File: src/rtl/quant_pkg.sv
// Shared types and derivations for the accumulator writeback path.
// State encoding, lane widths, saturation bounds, counter width.
package quant_pkg;

    typedef enum logic [1:0] {
        ST_IDLE  = 2'd0,
        ST_FILL  = 2'd1,
        ST_WRITE = 2'd2,
        ST_CLEAR = 2'd3
    } state_e;

    localparam int SAT_CNT_W = 16;

    function automatic int acc_w(input int data_width);
        return 2 * data_width + 5;
    endfunction

    function automatic longint qmax(input int out_width);
        return (longint'(1) <<< (out_width - 1)) - 1;
    endfunction

    function automatic longint qmin(input int out_width);
        return -(longint'(1) <<< (out_width - 1));
    endfunction

endpackage

File: src/rtl/quant_writeback_ctrl_sat_lane.sv
// One saturating quantizer lane: signed ACC_W in, signed OUT_W out.
// Ports: acc_in (accumulator), q_out (clipped value), clip (value out of range).
module quant_sat_lane
    import quant_pkg::*;
#(
    parameter int ACC_W = 21,
    parameter int OUT_W = 16
) (
    input  logic signed [ACC_W-1:0] acc_in,
    output logic        [OUT_W-1:0] q_out,
    output logic                    clip
);

    localparam logic signed [ACC_W-1:0] QMAX_A = ACC_W'(qmax(OUT_W));
    localparam logic signed [ACC_W-1:0] QMIN_A = ACC_W'(qmin(OUT_W));

    // Exact bounds map to themselves but are not counted as clipped.
    always_comb begin
        q_out = acc_in[OUT_W-1:0];
        clip  = 1'b0;
        if (acc_in >= QMAX_A) begin
            q_out = QMAX_A[OUT_W-1:0];
            clip  = (acc_in > QMAX_A);
        end else if (acc_in <= QMIN_A) begin
            q_out = QMIN_A[OUT_W-1:0];
            clip  = (acc_in < QMIN_A);
        end
    end

endmodule

File: src/rtl/quant_writeback_ctrl.sv
// Drains accumulator rows through per-lane quantizers into output SRAM.
// Ports: start/base_addr in, busy/done/acc_clear out, row_sel/acc_data
// array side, sram_wen/ready/waddr/wdata SRAM side, sat_cnt clip count.
module quant_writeback_ctrl
    import quant_pkg::*;
#(
    parameter int ARRAY_SIZE        = 8,
    parameter int DATA_WIDTH        = 8,
    parameter int OUTPUT_DATA_WIDTH = 16,
    parameter int ADDR_WIDTH        = 10
) (
    input  logic                                      clk,
    input  logic                                      rst,
    input  logic                                      start,
    input  logic [ADDR_WIDTH-1:0]                     base_addr,
    output logic                                      busy,
    output logic                                      done,
    output logic [$clog2(ARRAY_SIZE)-1:0]             row_sel,
    input  logic [ARRAY_SIZE*acc_w(DATA_WIDTH)-1:0]   acc_data,
    output logic                                      acc_clear,
    output logic                                      sram_wen,
    input  logic                                      sram_ready,
    output logic [ADDR_WIDTH-1:0]                     sram_waddr,
    output logic [ARRAY_SIZE*OUTPUT_DATA_WIDTH-1:0]   sram_wdata,
    output logic [SAT_CNT_W-1:0]                      sat_cnt
);

    localparam int ACC_W = acc_w(DATA_WIDTH);
    localparam int OW    = OUTPUT_DATA_WIDTH;
    localparam int RW    = $clog2(ARRAY_SIZE);
    localparam int CW    = $clog2(ARRAY_SIZE + 1);
    localparam logic [RW-1:0] LAST_ROW = RW'(ARRAY_SIZE - 1);

    state_e                     state_q, state_d;
    logic [RW-1:0]              rd_row_q, rd_row_d;
    logic [RW-1:0]              wr_row_q, wr_row_d;
    logic [ADDR_WIDTH-1:0]      waddr_q, waddr_d;
    logic [ARRAY_SIZE*OW-1:0]   wdata_q, wdata_d;
    logic [SAT_CNT_W-1:0]       sat_q, sat_d;

    logic [ARRAY_SIZE*OW-1:0]   q_row;
    logic [ARRAY_SIZE-1:0]      clip;
    logic [CW-1:0]              clip_cnt;
    logic [SAT_CNT_W:0]         sat_sum;
    logic [SAT_CNT_W-1:0]       sat_add;

    for (genvar i = 0; i < ARRAY_SIZE; i++) begin : g_lane
        quant_sat_lane #(
            .ACC_W (ACC_W),
            .OUT_W (OW)
        ) u_lane (
            .acc_in (acc_data[i*ACC_W +: ACC_W]),
            .q_out  (q_row[i*OW +: OW]),
            .clip   (clip[i])
        );
    end

    always_comb begin
        clip_cnt = '0;
        for (int i = 0; i < ARRAY_SIZE; i++) begin
            clip_cnt = clip_cnt + CW'(clip[i]);
        end
    end

    // One extra bit catches the carry so the count sticks at all-ones.
    assign sat_sum = {1'b0, sat_q} + (SAT_CNT_W+1)'(clip_cnt);
    assign sat_add = sat_sum[SAT_CNT_W] ? '1 : sat_sum[SAT_CNT_W-1:0];

    always_comb begin
        state_d  = state_q;
        rd_row_d = rd_row_q;
        wr_row_d = wr_row_q;
        waddr_d  = waddr_q;
        wdata_d  = wdata_q;
        sat_d    = sat_q;
        unique case (state_q)
            ST_IDLE: begin
                if (start) begin
                    waddr_d  = base_addr;
                    rd_row_d = '0;
                    wr_row_d = '0;
                    sat_d    = '0;
                    state_d  = ST_FILL;
                end
            end
            ST_FILL: begin
                wdata_d  = q_row;
                sat_d    = sat_add;
                rd_row_d = rd_row_q + 1'b1;
                state_d  = ST_WRITE;
            end
            ST_WRITE: begin
                if (sram_ready) begin
                    waddr_d = waddr_q + 1'b1;
                    if (wr_row_q == LAST_ROW) begin
                        state_d = ST_CLEAR;
                    end else begin
                        // Prefetch the next row while this one retires.
                        wdata_d  = q_row;
                        sat_d    = sat_add;
                        rd_row_d = rd_row_q + 1'b1;
                        wr_row_d = wr_row_q + 1'b1;
                    end
                end
            end
            ST_CLEAR: begin
                state_d = ST_IDLE;
            end
        endcase
    end

    always_ff @(posedge clk) begin
        if (rst) begin
            state_q  <= ST_IDLE;
            rd_row_q <= '0;
            wr_row_q <= '0;
            waddr_q  <= '0;
            wdata_q  <= '0;
            sat_q    <= '0;
        end else begin
            state_q  <= state_d;
            rd_row_q <= rd_row_d;
            wr_row_q <= wr_row_d;
            waddr_q  <= waddr_d;
            wdata_q  <= wdata_d;
            sat_q    <= sat_d;
        end
    end

    assign busy       = (state_q != ST_IDLE);
    assign sram_wen   = (state_q == ST_WRITE);
    assign acc_clear  = (state_q == ST_CLEAR);
    assign done       = (state_q == ST_CLEAR);
    assign row_sel    = rd_row_q;
    assign sram_waddr = waddr_q;
    assign sram_wdata = wdata_q;
    assign sat_cnt    = sat_q;

endmodule

File: config.mk
export PLATFORM = sky130hd
export DESIGN_NAME = quant_writeback_ctrl
export DESIGN_NICKNAME = d
export VERILOG_FILES = /design/src/rtl/quant_pkg.sv /design/src/rtl/quant_writeback_ctrl_sat_lane.sv /design/src/rtl/quant_writeback_ctrl.sv
export SDC_FILE = /design/constraint.sdc
export NUM_CORES = 1
export LEC_CHECK = 0
export CAP_MARGIN = 20
export CELL_PAD_IN_SITES_DETAIL_PLACEMENT = 0
export CELL_PAD_IN_SITES_GLOBAL_PLACEMENT = 1
export CORE_AREA = 2 2 208 149
export DETAILED_ROUTE_END_ITERATION = 8
export DIE_AREA = 0 0 210 151
export PLACE_DENSITY = 0.81
export SLEW_MARGIN = 30
export SYNTH_ARGS = -nofsm -noshare
export SYNTH_HDL_FRONTEND = slang
export SYNTH_HIERARCHICAL = 1
export SYNTH_SLANG_ARGS = --single-unit
File: constraint.sdc
create_clock -name clk -period 5.2 [get_ports clk]
set_input_delay 0.52 -clock clk [delete_from_list [all_inputs] [get_ports clk]]
set_output_delay 0.52 -clock clk [all_outputs]
set_load 0.03 [all_outputs]
==> key figures <==
Run status
  – Status: complete, no violations

Clock network
  – Insertion delay to the later sink of the worst-skew pair: 440 ps
  – Setup bufs post-CTS: 0
  – Post-CTS Resized: 0
  – Worst-path clk slew: 70 ps
  – CTS Sinks: 162
  – Depth of the CTS H-tree: 4
  – Clk buf depth: 2
  – CTS tree: done
  – Cts hold-fix bufs: 0
  – Inserted Clock Buffers: 17
  – CTS Root Cell: clkbuf_16

Logic synthesis
  – Synth top area cells: dfxtp_1, nand2_1, a21oi_1
  – Asr flop ratio synth: 0%
  – Unique masters post-synth: 53
  – Seq/Total Area, Yosys: 34.6%
  – Synthesized Nets: 1453
  – Flops & latches, synth: 162
  – Synth Cell Area: 9360 µm²
  – Prevailing post-synth register cell: dfxtp_1
  – Post-synth EDFFs: 0
  – Ys Warns: 6
  – Yosys top cell area share: 34.6%
  – Count leader, synth: nand2_1
  – Gate Count Post-Synth: 1253
  – Post-Syn Area per Cell: 7.47 µm²
  – Synth cell count leaders: nand2_1, a21oi_1, dfxtp_1, nor3_1, nor2b_1
  – Area leader, netlist: dfxtp_1

Critical path
  – Max FO, Critical Path: 6
  – CP max-delay cell: or4_4
  – Startpoint Class: primary input
  – Top cell family by delay on the critical path: adder cells
  – CP most frequent cell: fa_1
  – CP cell instances: clkdlybuf4s50_1 -> or4_4 -> nor3_2 -> a31oi_1 -> fa_1 -> inv_1 -> fa_1 -> fa_1 -> fa_1 -> inv_1 -> fa_1 -> a211oi_1 -> nor2_2 -> and3_1 -> nor3b_1 -> nor4_1
  – Critical path type: primary input to flip-flop
  – CP bufs+invs: 3
  – Crit path required time: 5540 ps
  – CP arrival: 5030 ps
  – CP max stage delay: 550 ps
  – Crit end category: flip-flop

Global routing
  – First-pass GRT wire length: 48800 µm
  – Number of global-route vias before repair: 8780
  – Grt total ovfl: 0
  – Initial antenna violation count: 0
  – Largest net degree at the start of global routing: 66
  – GR Util All Layers: 19.5%

Power and ir drop
  – Max rail drop VDD: 0.384 mV
  – Reg power frac: 28.3%
  – Combinational Power Share: 52.1%
  – PD cells: 484 nW/µm²
  – Clock power frac: 19.6%
  – Switch Pwr: 2.96 mW
  – Leakage power: 4.75 nW
  – Internal: 3.56 mW
  – Switching share of power: 45.5%

Finish
  – Final Instance Area: 13500 µm²
  – Nets: 1726
  – Synth-to-Final Area Change: 43.9%
  – Share of cells above drive strength 1: 10.3%
  – Final Core Density: 45.4%
  – Layout Cells excl Fill: 1926

Timing
  – Final Hold Slack: 451 ps
  – Fin crit share: 90.2%
  – Final hold violation count: 0
  – Slew headroom: 44.9%
  – RSZ-0062 raised after global routing: false
  – Slew Limit Fails: 0
  – Final Skew: 14.1 ps
  – Achievable frequency: 213 MHz
  – Min Tclk post-route: 4690 ps
  – Sum Neg Setup Slack: 0 ps
  – Worst-margin pin slew: 825 ps
  – Final setup fails: 0

Detailed routing
  – Initial detailed-routing violation count: 467
  – Via-per-instance ratio: 4.95
  – Vias: 9525
  – Pre-antenna DRT Iters: 4
  – WL final: 31700 µm
  – Avg WL per Cell: 16.5 µm
  – DRC violations left: 0
  – Post-route ant nets: 0

Floorplan
  – Core Footprint: 29600 µm²
  – Die width: 210 µm
  – Core Rows: 53
  – Initial core utilization: 31.6%
  – Die area: 31700 µm²
  – DIE HEIGHT: 151 µm
  – I/O Pins: 343

Placed design
  – Port bufs: 342
  – Placed cell areas: 12900 µm²
  – Dpl hpwl: 22600 µm
  – Placed cells: 1892
  – RePlAce Congestion: 0.788

Worst hold path
  – Worst hold path class: flip-flop to flip-flop

Job
  – Max capacitance violation total: 0
[area by class of cell]
class | count | area [µm²]
clock inverter | 11 | 133
multi-input combinational | 938 | 5410
antenna | 2 | 5.00
clock buffer | 21 | 450
tap | 385 | 482
inverter | 42 | 158
timing repair buffer | 365 | 3590
sequential | 162 | 3240
fill | 2990 | 16200
[cells in the final DEF (no fill, tap or decap), types with 18 or more instances in the layout]
| cell type | n |
|---|---|
| nor3_2 | 81 |
| clkdlybuf4s50_1 | 341 |
| a21oi_1 | 177 |
| inv_1 | 41 |
| nand2_1 | 273 |
| dfxtp_1 | 162 |
| nor2b_1 | 102 |
| nor3_1 | 129 |
| buf_4 | 24 |
| nor2_1 | 18 |
[final timing paths]
check	from	to	slack [ps]	depth (start not counted)
worst max register to register	sat_cnt[0]	sat_cnt[5]	1340	12
worst min register to register	sram_wdata[70]	sram_wdata[70]	450	2
worst min-delay path	sram_wdata[70]	sram_wdata[70]	450	2
worst max-delay path	acc_data[19]	sat_cnt[5]	510	16
[state kept, by name (all words and copies together) (netlist names)]
register	count
sram_wdata	128
sat_cnt	16
sram_waddr	10
row_sel	3
wr_row_q	3
state_q	2
[layer usage]
layer | vias to the layer above | share of wire (%) | global-route usage [%]
met2 | 233 | 44 | 29.4
li1 | 4807 | - | -
met5 | - | 0 | 0
met1 | 4451 | 48 | 26.9
met3 | 34 | 6.1 | 5.58
met4 | 0 | 1.7 | 5.74
[worst register-to-register path, stage by stage, from the launching register on]
cell	delay, ps
dfxtp_1	380
fa_1	580
inv_1	70
fa_1	510
fa_1	430
fa_1	400
inv_1	80
fa_1	230
a211oi_1	100
nor2_2	270
and3_1	340
nor3b_1	90
nor4_1	270
[logic make-up after synthesis]
logic type | share of synthesized area (%)
AO/OA/AOI/OAI | 14.7
XOR/XNOR | 0.187
adder cells (fa/ha/maj) | 2.81
buffers and inverters | 7.97
flip-flops | 34.6
multiplexers | 0.428
AND/OR/NAND/NOR | 39.3
[through the flow]
stage | worst slack (ps) | power [mW]
final | 507 | 6.52
after global routing | 271 | 6.95
after CTS | 543 | 6.61
after detailed placement | 139 | 5.31
after global placement | 173 | 5.27
after floorplan | 596 | 3.96
[power groups by stage]
stage / clock, mW / sequential [mW] / combinational (mW)
final: 1.28 / 1.85 / 3.40
after global routing: 1.37 / 1.89 / 3.68
after CTS: 1.32 / 1.85 / 3.45
after detailed placement: 0 / 1.87 / 3.44
after global placement: 0 / 1.86 / 3.41
after floorplan: 0 / 2.56 / 1.41
No activity file was read; power rests on OpenSTA's default activity.
